**config.mk**
```make
export PLATFORM = sky130hd
export DESIGN_NAME = apb_master_arbiter
export DESIGN_NICKNAME = d
export VERILOG_FILES = /design/src/rtl/apb_master_arbiter.sv
export SDC_FILE = /design/constraint.sdc
export NUM_CORES = 1
export LEC_CHECK = 0
export CAP_MARGIN = 10
export CORE_ASPECT_RATIO = 0.5
export CORE_UTILIZATION = 35
export DETAILED_ROUTE_END_ITERATION = 8
export PLACE_DENSITY = 0.77
export SLEW_MARGIN = 0
export SYNTH_ARGS = -nofsm -noshare
export SYNTH_HDL_FRONTEND = slang
export SYNTH_SLANG_ARGS = --single-unit
```
**constraint.sdc**
```tcl
create_clock -name PCLK -period 1.4 [get_ports PCLK]
set_clock_uncertainty 0.05 [all_clocks]
set_input_delay 0.14 -clock PCLK [delete_from_list [all_inputs] [get_ports PCLK]]
set_output_delay 0.14 -clock PCLK [all_outputs]
set_load 0.02 [all_outputs]
```
**src/rtl/apb_master_arbiter.sv**
```systemverilog
// Round-robin arbiter that shares one APB master port between NUM_REQ valid/ready
// requesters, with a PREADY-stall watchdog and a one-cycle tagged response.
module apb_master_arbiter #(
  parameter int NUM_REQ    = 2,
  parameter int ADDR_WIDTH = 32,
  parameter int DATA_WIDTH = 32,
  parameter int TIMEOUT    = 16
) (
  input  logic                          PCLK,
  input  logic                          PRESET,
  input  logic [NUM_REQ-1:0]            req_valid,
  input  logic [NUM_REQ-1:0]            req_write,
  input  logic [NUM_REQ*ADDR_WIDTH-1:0] req_addr,
  input  logic [NUM_REQ*DATA_WIDTH-1:0] req_wdata,
  output logic [NUM_REQ-1:0]            req_ready,
  output logic                          rsp_valid,
  output logic [$clog2(NUM_REQ)-1:0]    rsp_id,
  output logic [DATA_WIDTH-1:0]         rsp_rdata,
  output logic                          rsp_err,
  output logic                          PSEL,
  output logic                          PENABLE,
  output logic                          PWRITE,
  output logic [ADDR_WIDTH-1:0]         PADDR,
  output logic [DATA_WIDTH-1:0]         PWDATA,
  input  logic                          PREADY,
  input  logic                          PSLVERR,
  input  logic [DATA_WIDTH-1:0]         PRDATA
);

  localparam int ID_W  = $clog2(NUM_REQ);
  localparam int CNT_W = (TIMEOUT > 2) ? $clog2(TIMEOUT) : 1;
  localparam logic [CNT_W-1:0] CNT_LAST = CNT_W'((TIMEOUT > 0) ? TIMEOUT - 1 : 0);
  localparam logic [ID_W-1:0]  ID_LAST  = ID_W'(NUM_REQ - 1);

  localparam logic [1:0] ST_IDLE   = 2'd0;
  localparam logic [1:0] ST_SETUP  = 2'd1;
  localparam logic [1:0] ST_ACCESS = 2'd2;

  logic [1:0]            r_state;
  logic [ID_W-1:0]       r_ptr;
  logic [ID_W-1:0]       r_gnt;
  logic [CNT_W-1:0]      r_wait_cnt;
  logic                  r_psel;
  logic                  r_penable;
  logic                  r_pwrite;
  logic [ADDR_WIDTH-1:0] r_paddr;
  logic [DATA_WIDTH-1:0] r_pwdata;
  logic                  r_rsp_valid;
  logic [ID_W-1:0]       r_rsp_id;
  logic [DATA_WIDTH-1:0] r_rsp_rdata;
  logic                  r_rsp_err;

  logic [ID_W-1:0]       w_gnt;
  logic                  w_gnt_vld;
  logic [NUM_REQ-1:0]    w_ready;
  logic [ADDR_WIDTH-1:0] w_sel_addr;
  logic [DATA_WIDTH-1:0] w_sel_wdata;
  logic [ID_W-1:0]       w_next_ptr;
  logic                  w_done;
  logic                  w_abort;

  // Index of the requester 'off' positions after 'base', wrapping at NUM_REQ.
  function automatic logic [ID_W-1:0] rr_idx(input logic [ID_W-1:0] base, input int off);
    int s;
    s = int'(base) + off;
    if (s >= NUM_REQ) s = s - NUM_REQ;
    return ID_W'(s);
  endfunction

  // Scan from the farthest candidate to the nearest so the nearest valid one wins.
  always_comb begin
    // NOTE: every always_comb output gets a default first, so no path leaves it unassigned and no latch is inferred.
    w_gnt     = '0;
    w_gnt_vld = 1'b0;
    for (int k = NUM_REQ - 1; k >= 0; k--) begin
      if (req_valid[rr_idx(r_ptr, k)]) begin
        w_gnt     = rr_idx(r_ptr, k);
        w_gnt_vld = 1'b1;
      end
    end
  end

  always_comb begin
    w_ready = '0;
    if (r_state == ST_IDLE && w_gnt_vld) w_ready[w_gnt] = 1'b1;
  end

  assign w_sel_addr  = req_addr[int'(w_gnt) * ADDR_WIDTH +: ADDR_WIDTH];
  assign w_sel_wdata = req_wdata[int'(w_gnt) * DATA_WIDTH +: DATA_WIDTH];
  assign w_next_ptr  = (r_gnt == ID_LAST) ? '0 : r_gnt + 1'b1;
  assign w_done      = PREADY;
  assign w_abort     = (TIMEOUT != 0) && (r_wait_cnt == CNT_LAST);

  always_ff @(posedge PCLK) begin
    // NOTE: sequential state uses non-blocking assignments so every register samples pre-edge values.
    if (PRESET) begin
      r_state     <= ST_IDLE;
      r_ptr       <= '0;
      r_gnt       <= '0;
      r_wait_cnt  <= '0;
      r_psel      <= 1'b0;
      r_penable   <= 1'b0;
      r_pwrite    <= 1'b0;
      r_paddr     <= '0;
      r_pwdata    <= '0;
      r_rsp_valid <= 1'b0;
      r_rsp_id    <= '0;
      r_rsp_rdata <= '0;
      r_rsp_err   <= 1'b0;
    end else begin
      r_rsp_valid <= 1'b0;
      case (r_state)
        ST_IDLE: begin
          if (w_gnt_vld) begin
            r_paddr   <= w_sel_addr;
            r_pwdata  <= w_sel_wdata;
            r_pwrite  <= req_write[w_gnt];
            r_gnt     <= w_gnt;
            r_psel    <= 1'b1;
            r_penable <= 1'b0;
            r_state   <= ST_SETUP;
          end
        end
        ST_SETUP: begin
          r_penable  <= 1'b1;
          r_wait_cnt <= '0;
          r_state    <= ST_ACCESS;
        end
        ST_ACCESS: begin
          // A watchdog abort reports an error with no data, like a failed completion.
          if (w_done || w_abort) begin
            r_psel      <= 1'b0;
            r_penable   <= 1'b0;
            r_rsp_valid <= 1'b1;
            r_rsp_id    <= r_gnt;
            r_rsp_err   <= w_done ? PSLVERR : 1'b1;
            r_rsp_rdata <= (w_done && !r_pwrite) ? PRDATA : '0;
            r_ptr       <= w_next_ptr;
            r_state     <= ST_IDLE;
          end else begin
            r_wait_cnt <= r_wait_cnt + 1'b1;
          end
        end
        default: r_state <= ST_IDLE;
      endcase
    end
  end

  assign req_ready = w_ready;
  assign rsp_valid = r_rsp_valid;
  assign rsp_id    = r_rsp_id;
  assign rsp_rdata = r_rsp_rdata;
  assign rsp_err   = r_rsp_err;
  assign PSEL      = r_psel;
  assign PENABLE   = r_penable;
  assign PWRITE    = r_pwrite;
  assign PADDR     = r_paddr;
  assign PWDATA    = r_pwdata;

endmodule

```
======== Yosys cells after proc, flatten, opt, wreduce, memory -nomap -nowiden ========
Index checks and enable logic that the tools add are counted.
storage, ports and cells
  output and inout port bits .............. 104
  register bits ........................... 110
operators by class
  $lt $le $gt $ge ......................... 6
  eq/ne operators ......................... 6
  bitwise gates (word level) .............. 1
  reductions and logical operators ........ 16
  $add $sub $neg .......................... 5
  muxes and demuxes ....................... 29
  shift operators ......................... 2
operators with widths
  cell                                                                                  count
  64-bit by 7-bit indexed part select with 32-bit output                                2
  32-bit two-way mux                                                                    1
  1-bit two-way mux                                                                     19
  4-bit case mux with 2 select lines                                                    1
  2-bit AND reduction                                                                   4
  1-bit by 2-bit less-than comparator with 1-bit output (second input constant)         3
  2-bit two-way mux                                                                     3
  2-bit != test (second input constant)                                                 3
  2-bit case mux with 3 select lines                                                    1
  3-bit AND reduction                                                                   2
  4-bit by 1-bit adder with 4-bit output (second input constant)                        1
  4-bit == test (second input constant)                                                 1
  4-bit two-way mux                                                                     1
  2-bit nonzero test                                                                    2
  1-bit logical AND                                                                     3
  1-bit case mux with 3 select lines                                                    1
  3-bit nonzero test                                                                    1
  1-bit by 1-bit adder with 2-bit output (second input constant)                        1
  2-bit by 1-bit == test with 1-bit output (second input constant)                      1
  2-bit == test (second input constant)                                                 1
  1-bit by 2-bit greater-or-equal comparator with 1-bit output (second input constant)  1
  2-bit greater-or-equal comparator (second input constant)                             1
  2-bit zero test                                                                       1
  1-bit case mux with 2 select lines                                                    1
  other kinds (8)                                                                       9

======== Logic depth before layout (Yosys ltp) ========
Gate-level depths: netlist (run 1).
  depth after elaboration ................. 12
  mapped depth ............................ 6
  depth with buffers taken out ............ 4

======== Least setup slack after synthesis (run 1) ========
OpenSTA, ideal clock, no wires.
  path type ............................... reg-to-reg
  start point ............................. register r_wait_cnt[0]
  end point ............................... register r_psel (netlist: PSEL)
  cell stages (with the launch flop) ...... 7
  slack ................................... -34 ps
  data required time ...................... 1280 ps
  arrival ................................. 1314 ps
  path through ............................ dfxtp_1 > ha_1 > a31o_1 > and2_1 > buf_2 > buf_2 > o21bai_1
on the way
  longest elaborated chain between the ends .. 4
RTL lines
  item                                  line  source
  from (decl)                           42    logic [CNT_W-1:0] r_wait_cnt;
  from (signal assigned)                141   r_wait_cnt <= r_wait_cnt + 1'b1;
  4-bit == test                         92    assign w_abort = (TIMEOUT != 0) && (r_wait_cnt == CNT_LAST);
  1-bit logical OR                      131   if (w_done || w_abort) begin
  2-bit != test (no source line)        n/a
  3-bit AND reduction (no source line)  n/a
  to (signal assigned)                  101   r_psel <= 1'b0;
  to (signal assigned)                  119   r_psel <= 1'b1;
  to (signal assigned)                  132   r_psel <= 1'b0;
  to (decl)                             43    logic r_psel;
Every way passes these cells.
A chain may end at the register's enable or synchronous reset.

======== Final worst setup path (run 1) ========
  start point ............................. register r_ptr
  end point ............................... output req_ready[0]
on the way
  longest elaborated chain between the ends .. 12
  elaborated cells on any way between the ends .. 22
RTL lines
  item                                                                                                                              line  source
  from (decl)                                                                                                                       40    logic [ID_W-1:0] r_ptr;
  from (signal assigned)                                                                                                            138   r_ptr <= w_next_ptr;
  1-bit by 1-bit adder with 2-bit output                                                                                            65    s = int'(base) + off;
  2-bit greater-or-equal comparator or 1-bit subtractor (tied branches)                                                             66    if (s >= NUM_REQ) s = s - NUM_REQ;
  1-bit two-way mux                                                                                                                 66
  1-bit two-way mux (implied by the code) (2 in series)                                                                             76    if (req_valid[rr_idx(r_ptr, k)]) begin
  1-bit two-way mux (2 in series)                                                                                                   76
  1-bit by 2-bit less-than comparator with 1-bit output (implied by the code) or 1-bit greater-or-equal comparator (tied branches)  85    if (r_state == ST_IDLE && w_gnt_vld) w_ready[w_gnt] = 1'b1;
  1-bit logical AND (implied by the code)                                                                                           85
  1-bit two-way mux (implied by the code)                                                                                           85
  1-bit demux with 1-bit select                                                                                                     85
  2-bit two-way mux *                                                                                                               85
  to (decl)                                                                                                                         15    output logic [NUM_REQ-1:0] req_ready,
Mark *: on every way between the ends. The rest lies on a longest branch, timed or not. The select of a mux whose other input is x is not followed.

==> results.yml, run 1 <==
die:
  io-pin-count: 272
  die-area_um2: 14400
  core_um2: 13600
  die-width_um: 169
  rows: 30
  chipHeight_um: 85.4
  initial_core_util_pct: 35.9
clock_tree:
  cts_htree_levels: 3
  cts_sinks: 110
  clk_path_buf_depth: 2
  numCtsBuffers: 9
  clk_pin_slew_ns: 0.08
  cts_tree: "yes"
  cts_hold_buf: 0
  clock-root-buffer: "clkbuf_16"
  clock_latency_ns: 0.34
power:
  p_per_area_nw_per_um2: 1000
  power.total_mw: 8.50
  ir_worst_vdd_mv: 0.908
  p_leak_nw: 3.38
logic_synthesis:
  synth-edff-count: 0
  synth_cell_types: 35
  postSynthCellCount: 600
  synth_area_per_cell_um2: 8.11
  synth_area_um2: 4870
  synth_warnings: 0
  ys_ff_latch: 110
  ys_async_sr_fraction_pct: 0
  ys.flop_type: "dfxtp_1"
  synth_nets: 769
  yosysSeqAreaShare_pct: 45.2
worst_setup_path:
  reg2reg_from: "r_ptr"
  rr_worst_depth: 5
  rrSetupSlack_ns: -0.03
  crit_type: "reg2out"
  crit_fanout: 4
  start_kind: "flip-flop"
  reg2reg_to: "PADDR[27]"
  endpoint_kind: "output pin"
  cp.required_ns: 1.21
  arrival_ns: 1.30
drt:
  wl_met2_um: 9510
  drt-met1-wl_um: 8300
  viasPerCell: 5.70
  drt_first_iter_violations: 583
  antenna_left: 0
  route.detailed.drc: 0
  top_layer_used: "met4"
  routed_wl_um: 19500
  avgRoutedWirePerCell_um: 18.3
  dr_wl_met3_um: 1070
  dr.pass1.iters: 5
  num_vias: 6055
sta:
  min_period_ns: 1.49
  rsz0062_at_grt: "true"
  max_slew.worst_pin.slew_ns: 0.427
  worst_hold_slack_ns: 0.142
  slew_headroom_pct: 71.5
  drv_slew: 0
  min_period_over_period_pct: 107
  fmax_ghz: 0.670
  fin_ws_ns: -0.0923
  setup_viol: 9
  hold_violations: 0
hold_path:
  min_path_cells: 3
  hold-path-endpoint: "rsp_rdata[31]"
  hp-class: "in2reg"
  worstHoldStart: "PRESET"
global_route:
  grt_max_degree: 41
  grt_pass1_wl_um: 28900
  grt_use_total_pct: 24.8
  grt_pass1_vias: 5646
  grt_overflow: 0
  grt_antenna_before_repair: 0
placement:
  gp_congestion: 0.850
  dp_hpwl_um: 13000
  preCtsSetupSlack_ns: -0.196
  io_buffers: 271
layout:
  diodes: 0
  layout_common_cells: "clkdlybuf4s50_1, dfxtp_1, dlygate4sd2_1, nand4_1, o21ai_1"
  finalNetCount: 1035
  fillCellCount: 1163
  layout_commonest_cell: "clkdlybuf4s50_1"
  fin_util_pct: 62.6
  final_layout_size_suffix_gt1_share_pct: 13.0
  area_growth_pct: 74.2
job:
  drv_cap: 0
status:
  violations: "negative setup slack"
  outcome: "finished, violations left"
worst max-delay path by stage:
| stage | to | from | slack (ns) | cells after the start |
|---|---|---|---|---|
| finish | req_ready[0] | r_ptr | -0.09 | 3 |
| global route | req_ready[0] | r_ptr | -0.13 | 3 |
| CTS | req_ready[0] | r_ptr | -0.12 | 3 |
| detailed placement | req_ready[0] | r_state[1] | -0.20 | 3 |
| global placement | req_ready[0] | r_state[1] | -0.15 | 3 |
| floorplan | PSEL | r_wait_cnt[0] | 0.006 | 6 |
sequential cells by signal, summed over array words and instances, names as in the netlist:
signal,count
PWRITE,1
r_wait_cnt,4
rsp_valid,1
PWDATA,32
PENABLE,1
rsp_rdata,32
r_ptr,1
rsp_err,1
r_gnt,1
PADDR,32
r_state,2
PSEL,1
rsp_id,1
layout make-up:
| class | count | area [µm²] | share of cell area [%] |
|---|---|---|---|
| Clock buffer | 12 | 256 | 3.03 |
| Clock inverter | 4 | 55.1 | 0.649 |
| Inverter | 4 | 18.8 | 0.221 |
| Multi-Input combinational cell | 409 | 2410 | 28.4 |
| Sequential cell | 110 | 2210 | 26.1 |
| Tap cell | 192 | 240 | 2.83 |
| Timing Repair Buffer | 332 | 3290 | 38.8 |
stage by stage:
stage          TNS [ns]  area [µm²]  instances
2_1_floorplan         0        4870        600
3_3_place_gp      -7.25        8020       1040
3_5_place_dp     -10.34        8020       1040
4_1_cts          -0.994        8250       1056
5_1_grt           -3.22        8480       1063
6_report         -0.233        8480       1063
what timing repair did:
| action | CTS | global route |
|---|---|---|
| gates resized for setup | 127 | 70 |
| endpoints found under the setup margin | 198 | 94 |
| pin swaps | 2 | 12 |
| buffers inserted | 1 | 3 |
| hold endpoints to repair | 0 | 0 |
| cloned | 0 | 4 |
cells in the mapped netlist, drive strengths merged (2+ instances only):
| master | count | area [µm²] |
|---|---|---|
| buf | 41 | 216 |
| nand2b | 4 | 25.0 |
| mux2i | 2 | 20.0 |
| nand4 | 98 | 613 |
| and2 | 2 | 12.5 |
| a21oi | 6 | 30.0 |
| inv | 4 | 15.0 |
| nor2b | 3 | 18.8 |
| a311oi | 2 | 17.5 |
| dfxtp | 110 | 2200 |
| o21ai | 100 | 500 |
| nor3 | 2 | 10.0 |
| nand3 | 68 | 340 |
| nand2 | 35 | 131 |
| o32ai | 2 | 17.5 |
| a31oi | 67 | 419 |
| clkbuf | 36 | 135 |
| nor3b | 2 | 20.0 |
| nor2 | 4 | 15.0 |
kinds of logic (layout without fill, tap and decap cells):
| family | count (synthesis) | in the layout | synth area share, % |
|---|---|---|---|
| buf+inv | 81 | 352 | 7.53 |
| fa+ha+maj | 1 | 1 | 0.257 |
| compound gates | 183 | 183 | 21.4 |
| mux | 2 | 2 | 0.411 |
| flops | 110 | 110 | 45.2 |
| simple gates | 223 | 223 | 25.2 |
critical path, stage by stage (launching register included):
cell and delay (ns):
dfxtp_2 0.35, a211oi_4 0.29, and2_4 0.22, buf_6 0.11
where the power goes:
part / switching [mW] / internal (mW) / leakage [nW] / total, mW
sequential: 0.115 / 3.33 / 0.902 / 3.45
combinational: 1.25 / 1.13 / 2.33 / 2.38
clock: 1.17 / 1.50 / 0.149 / 2.67
per-layer routing:
layer	track usage (%)	up-vias
met4	7.85	0
met2	44.0	297
li1	-	2821
met3	3.92	50
met1	30.9	2887
met5	0	-
Note: power is estimated with default switching activity, not from simulation.
==> run 2, diff against run 1 <==
--- a/config.mk
+++ b/config.mk
@@ -9,7 +9,8 @@
 export CORE_ASPECT_RATIO = 0.5
 export CORE_UTILIZATION = 35
 export DETAILED_ROUTE_END_ITERATION = 8
-export PLACE_DENSITY = 0.77
+export PLACE_DENSITY = 0.73
+export SKIP_CTS_REPAIR_TIMING = 1
 export SLEW_MARGIN = 0
 export SYNTH_ARGS = -nofsm -noshare
 export SYNTH_HDL_FRONTEND = slang
==> run 2 against run 1 <==
Against the previous run: hold slack improved by 0.012 ns; largest power group unchanged; largest cell class unchanged; register-to-register slack worse by 0.03 ns; the flow still finishes with violations (negative setup slack); die area did not move; power rose by 0.89%; design area rose by 2.5%.
==> results.yml, run 2 (synthesis results as in run 1) <==
status:
  outcome: "finished, violations left"
  violations: "negative setup slack"
sta:
  fin_ws_ns: -0.0913
  slew_headroom_pct: 74.0
  setup_viol: 29
  rsz0062_at_grt: "true"
  min_period_ns: 1.49
  worst_hold_slack_ns: 0.154
  min_period_over_period_pct: 107
  hold_violations: 0
  fmax_ghz: 0.671
  max_slew.worst_pin.slew_ns: 0.389
  drv_slew: 0
  finalSetupTns_ns: -0.728
hold_path:
  hp-class: "in2reg"
  hold-path-endpoint: "rsp_rdata[31]"
  min_path_cells: 3
  worstHoldStart: "PRESET"
die:
  die-width_um: 169
  rows: 30
  core_um2: 13600
  io-pin-count: 272
  initial_core_util_pct: 35.9
  chipHeight_um: 85.4
  die-area_um2: 14400
global_route:
  grt_max_degree: 41
  grt_antenna_before_repair: 0
  grt_overflow: 0
  grt_pass1_wl_um: 28200
  grt_use_total_pct: 24.3
  grt_pass1_vias: 5395
clock_tree:
  numCtsBuffers: 9
  clock_latency_ns: 0.35
  clock-root-buffer: "clkbuf_16"
  clk_pin_slew_ns: 0.08
  clk_path_buf_depth: 2
  cts_tree: "yes"
  cts_sinks: 110
  cts_htree_levels: 3
drt:
  antenna_left: 0
  num_vias: 5882
  routed_wl_um: 18700
  drt_first_iter_violations: 395
  avgRoutedWirePerCell_um: 17.8
  route.detailed.drc: 0
  viasPerCell: 5.60
  dr.pass1.iters: 5
worst_setup_path:
  endpoint_kind: "output pin"
  arrival_ns: 1.30
  reg2reg_to: "PWDATA[20]"
  start_kind: "flip-flop"
  crit_chain: "a211oi_4 -> and2_1 -> buf_4"
  rrSetupSlack_ns: -0.06
  crit_buf_inv: 1
  cp_slowest_cell: "dfxtp_2"
  max_stage_delay_ns: 0.35
  crit_fanout: 3
  cp.required_ns: 1.21
  reg2reg_from: "r_state[0]"
  crit_type: "reg2out"
  cp_top_family: "flip-flops"
  rr_worst_depth: 4
placement:
  dp_hpwl_um: 12700
  gp_congestion: 0.788
  io_buffers: 271
layout:
  diodes: 0
  area_growth_pct: 78.5
  layout_commonest_cell: "clkdlybuf4s50_1"
  layout_common_cells: "clkdlybuf4s50_1, dfxtp_1, dlymetal6s2s_1, nand4_1, nand3_1"
  seqCellArea_um2: 2210
  multi_input_area_um2: 2390
  finalNetCount: 1023
  final_layout_size_suffix_gt1_share_pct: 10.8
  fillCellCount: 1141
job:
  drv_cap: 0
power:
  p_per_area_nw_per_um2: 987
  p_leak_nw: 4.60
  ir_worst_vdd_mv: 0.590
## run 2: changes by cell type in the layout (fill, tap and decap cells not counted), moves of 4 or more
| cell | before | now |
|---|---|---|
| o21ai_0 | 12 | 28 |
| buf_6 | 9 | 5 |
| dlygate4sd2_1 | 101 | 0 |
| dlymetal6s2s_1 | 0 | 102 |
| buf_4 | 37 | 33 |
| o21ai_1 | 81 | 65 |
## run 2: power breakdown
part / leakage (nW) / internal [mW] / switching [mW]
clock: 0.163 / 1.63 / 1.20
combinational: 3.53 / 1.11 / 1.18
sequential: 0.902 / 3.33 / 0.111
total: 4.60 / 6.08 / 2.50
## run 2: per-stage QoR
stage	cell area [µm²]	util [%]	power, mW	cells	setup WS (ns)
2_1_floorplan	4870	-	4.52	600	0.00576
3_3_place_gp	7950	58.7	5.73	1032	-0.129
3_5_place_dp	7950	58.7	5.76	1032	-0.229
4_1_cts	8280	61.1	8.59	1048	-0.530
5_1_grt	8690	64.1	8.92	1051	-0.125
6_report	8690	64.1	8.57	1051	-0.0913
## run 2: layer usage
metal | share of wire (%) | vias to the layer above | GRT usage, % | wire (µm)
li1 | - | 2793 | - | -
met1 | 44 | 2799 | 31.3 | 8180
met2 | 47 | 247 | 40.2 | 8800
met3 | 5.8 | 43 | 5.04 | 1090
met4 | 3.3 | 0 | 9.26 | 626
met5 | 0 | - | 0 | 0
## run 2: how the worst max path moves through the flow
stage / from / to / depth (start not counted)
2_1_floorplan: r_wait_cnt[0] / PSEL / 6
3_3_place_gp: r_state[0] / req_ready[1] / 5
3_5_place_dp: PREADY / r_wait_cnt[3] / 5
4_1_cts: r_state[0] / req_ready[0] / 3
5_1_grt: r_state[0] / req_ready[0] / 3
6_report: r_state[0] / req_ready[0] / 3
## run 2: area by class of cell
cell class,count,share of cell area (%)
timing repair buffer,320,40.4
multi-input combinational,409,27.5
sequential,110,25.4
tap,192,2.76
clock buffer,10,2.75
clock inverter,6,1.05
inverter,4,0.173
## run 2: worst min-delay path, delay by kind of cell
kind / cells / cell delay [ns]
compound gates: 1 / 0.06
buf+inv: 1 / 0.17
simple gates: 1 / 0.12
==> run 3, diff against run 2 <==
--- a/config.mk
+++ b/config.mk
@@ -5,11 +5,13 @@
 export SDC_FILE = /design/constraint.sdc
 export NUM_CORES = 1
 export LEC_CHECK = 0
+export ABC_AREA = 1
 export CAP_MARGIN = 10
 export CORE_ASPECT_RATIO = 0.5
 export CORE_UTILIZATION = 35
+export CTS_CLUSTER_SIZE = 24
 export DETAILED_ROUTE_END_ITERATION = 8
-export PLACE_DENSITY = 0.73
+export PLACE_DENSITY = 0.72
 export SKIP_CTS_REPAIR_TIMING = 1
 export SLEW_MARGIN = 0
 export SYNTH_ARGS = -nofsm -noshare
==> run 3 against run 2 <==
Against the previous run: the run still ends with negative setup slack left; routed wire length rose by 23%; non-clock buffer count is 19 higher; via count up 11%; fmax decreased by 3.1%; synthesized cell count is 21% higher; flip-flop and latch count unchanged; largest power group unchanged.
==> results.yml, run 3 <==
status:
  outcome: "finished, violations left"
  violations: "negative setup slack"
worst_setup_path:
  reg2reg_from: "r_state[1]"
  rr_worst_depth: 10
  start_kind: "flip-flop"
  cp_top_family: "buffers and inverters"
  crit_fanout: 8
  cp.required_ns: 1.65
  crit_type: "reg2reg"
  rrSetupSlack_ns: -0.14
  cp_slowest_cell: "dfxtp_2"
  path_depth: 10
  crit_buf_inv: 5
  reg2reg_to: "PWDATA[5]"
  max_stage_delay_ns: 0.35
  endpoint_kind: "flip-flop"
  arrival_ns: 1.79
  crit_chain: "buf_6 -> inv_6 -> nand2_4 -> nor2_4 -> buf_12 -> clkbuf_16 -> nand3_4 -> nand3_2 -> nand2_1 -> inv_1"
layout:
  area_growth_pct: 97.8
  seqCellArea_um2: 2210
  finalNetCount: 1182
  fin_util_pct: 73.0
  final_cells: 1210
  final_layout_size_suffix_gt1_share_pct: 22.0
  diodes: 0
  layout_common_cells: "nand2_1, clkdlybuf4s50_1, dfxtp_1, dlymetal6s2s_1, nand3_2"
  layout_commonest_cell: "nand2_1"
  multi_input_area_um2: 3180
  fillCellCount: 938
sta:
  hold_violations: 0
  max_slew.worst_pin.slew_ns: 0.754
  fin_ws_ns: -0.140
  drv_slew: 0
  slew_headroom_pct: 49.7
  rsz0062_at_grt: "true"
  fmax_ghz: 0.650
  setup_viol: 94
  min_period_ns: 1.54
  finalSetupTns_ns: -5.51
  min_period_over_period_pct: 110
drt:
  num_vias: 6531
  viasPerCell: 5.40
  avgRoutedWirePerCell_um: 19.0
  route.detailed.drc: 0
  routed_wl_um: 23000
  drt_first_iter_violations: 373
  dr.pass1.iters: 5
  antenna_left: 0
  dr_wl_met3_um: 1550
  top_layer_used: "met4"
  drt-met1-wl_um: 9120
  wl_met2_um: 11500
power:
  p_sw_share_pct: 32.8
  pwr-share-seq_pct: 36.7
  p_per_area_nw_per_um2: 927
  p_sw_mw: 3.10
  p_comb_share_pct: 34.2
  ir_worst_vdd_mv: 0.704
  p_int_mw: 6.36
  power.total_mw: 9.45
  p_leak_nw: 6.30
  clockPowerShare_pct: 29.1
placement:
  gp_congestion: 0.869
  preCtsSetupSlack_ns: -0.355
  io_buffers: 271
  dp_cells: 1169
  dp_hpwl_um: 12400
logic_synthesis:
  ys.flop_type: "dfxtp_1"
  synth_warnings: 0
  synth_common_cells: "nand2_1, nand3_1, dfxtp_1, inv_1, nand4_1"
  postSynthCellCount: 726
  synth_area_per_cell_um2: 7.10
  yosysMostFrequentCell: "nand2_1"
  synth_cell_types: 23
  ys_async_sr_fraction_pct: 0
  yosysSeqAreaShare_pct: 42.7
  ys_ff_latch: 110
  yosys.area.top_type: "dfxtp_1"
  netlist.area_leader.share_pct: 42.7
  synth_area_leaders: "dfxtp_1, nand3_1, nand2_1, nand4_1, inv_1"
  synth_area_um2: 5150
  synth_nets: 895
  synth-edff-count: 0
hold_path:
  min_path_cells: 5
  worstHoldStart: "req_valid[1]"
  hold-path-endpoint: "PADDR[26]"
  hp-class: "in2reg"
global_route:
  grt_max_degree: 65
  grt_antenna_before_repair: 0
  grt_pass1_vias: 5356
  grt_overflow: 0
  grt_use_total_pct: 22.2
  grt_pass1_wl_um: 27400
clock_tree:
  clk_path_buf_depth: 2
  cts_sinks: 110
  cts_htree_levels: 3
  clock_latency_ns: 0.35
  clock-root-buffer: "clkbuf_16"
  cts_tree: "yes"
  numCtsBuffers: 9
  clk_pin_slew_ns: 0.08
die:
  die-width_um: 174
  die-area_um2: 15200
  initial_core_util_pct: 36.9
  chipHeight_um: 87.8
  rows: 30
  io-pin-count: 272
  core_um2: 14000
job:
  drv_cap: 0
run 3: changes by cell type after synthesis, sizes merged, moves of 3 or more:
cell / before / now
a21oi: 6 / 9
nand3b: 1 / 32
nand2: 35 / 183
inv: 4 / 76
clkbuf: 36 / 20
nor2b: 3 / 0
nand4: 98 / 67
a31oi: 67 / 0
nor2: 4 / 10
nand2b: 4 / 0
o21ai: 100 / 0
nand3: 68 / 170
run 3: area by class of cell:
type                       count  share of cell area (%)
clock buffer                   9                    2.21
clock inverter                 7                   0.847
inverter                      76                    2.87
multi-input combinational    477                    31.2
sequential                   110                    21.7
tap                          192                    2.36
timing repair buffer         339                    38.9
run 3: cells by family after synthesis:
family	Yosys count	synth area share, %
and+or+nand+nor	466	44.5
buffers and inverters	139	11.5
DFF	110	42.7
AOI/OAI and AO/OA	10	1.04
adders and majority gates	1	0.243
run 3: stage by stage:
step / cell area (µm²) / hold WS, ns
floorplan: 5150 / 0.227
global placement: 8290 / 0.400
detailed placement: 8290 / 0.409
CTS: 8600 / 0.170
global route: 10200 / 0.220
finish: 10200 / 0.179
run 3: power by group through the flow:
| stage | Clock [mW] | Sequential (mW) | Combinational [mW] |
|---|---|---|---|
| after detailed placement | 0 | 3.53 | 2.46 |
| after global routing | 2.88 | 3.49 | 3.39 |
| after floorplan | 0 | 3.78 | 0.924 |
| after CTS | 2.77 | 3.46 | 2.47 |
| final | 2.75 | 3.47 | 3.23 |
| after global placement | 0 | 3.53 | 2.45 |
run 3: worst max-delay path by stage:
| stage | start | slack (ns) | to |
|---|---|---|---|
| CTS | r_state[1] | -0.44 | req_ready[0] |
| detailed placement | req_valid[0] | -0.35 | req_ready[0] |
| global route | r_state[0] | -0.19 | PWDATA[4] |
| floorplan | r_wait_cnt[0] | -0.02 | rsp_rdata[12] |
| finish | r_state[1] | -0.14 | PWDATA[5] |
| global placement | req_valid[0] | -0.35 | req_ready[0] |
run 3: worst reg2reg max path, delay by kind of cell (launching register included):
family | cells | cell delay [ns]
and+or+nand+nor | 5 | 0.48
buffers and inverters | 5 | 0.61
DFF | 1 | 0.35
run 3: per-layer routing:
metal	GRT usage [%]	up-vias
met4	6.70	0
met3	5.08	82
met1	27.2	3151
met5	0	-
met2	39.4	304
li1	-	2994
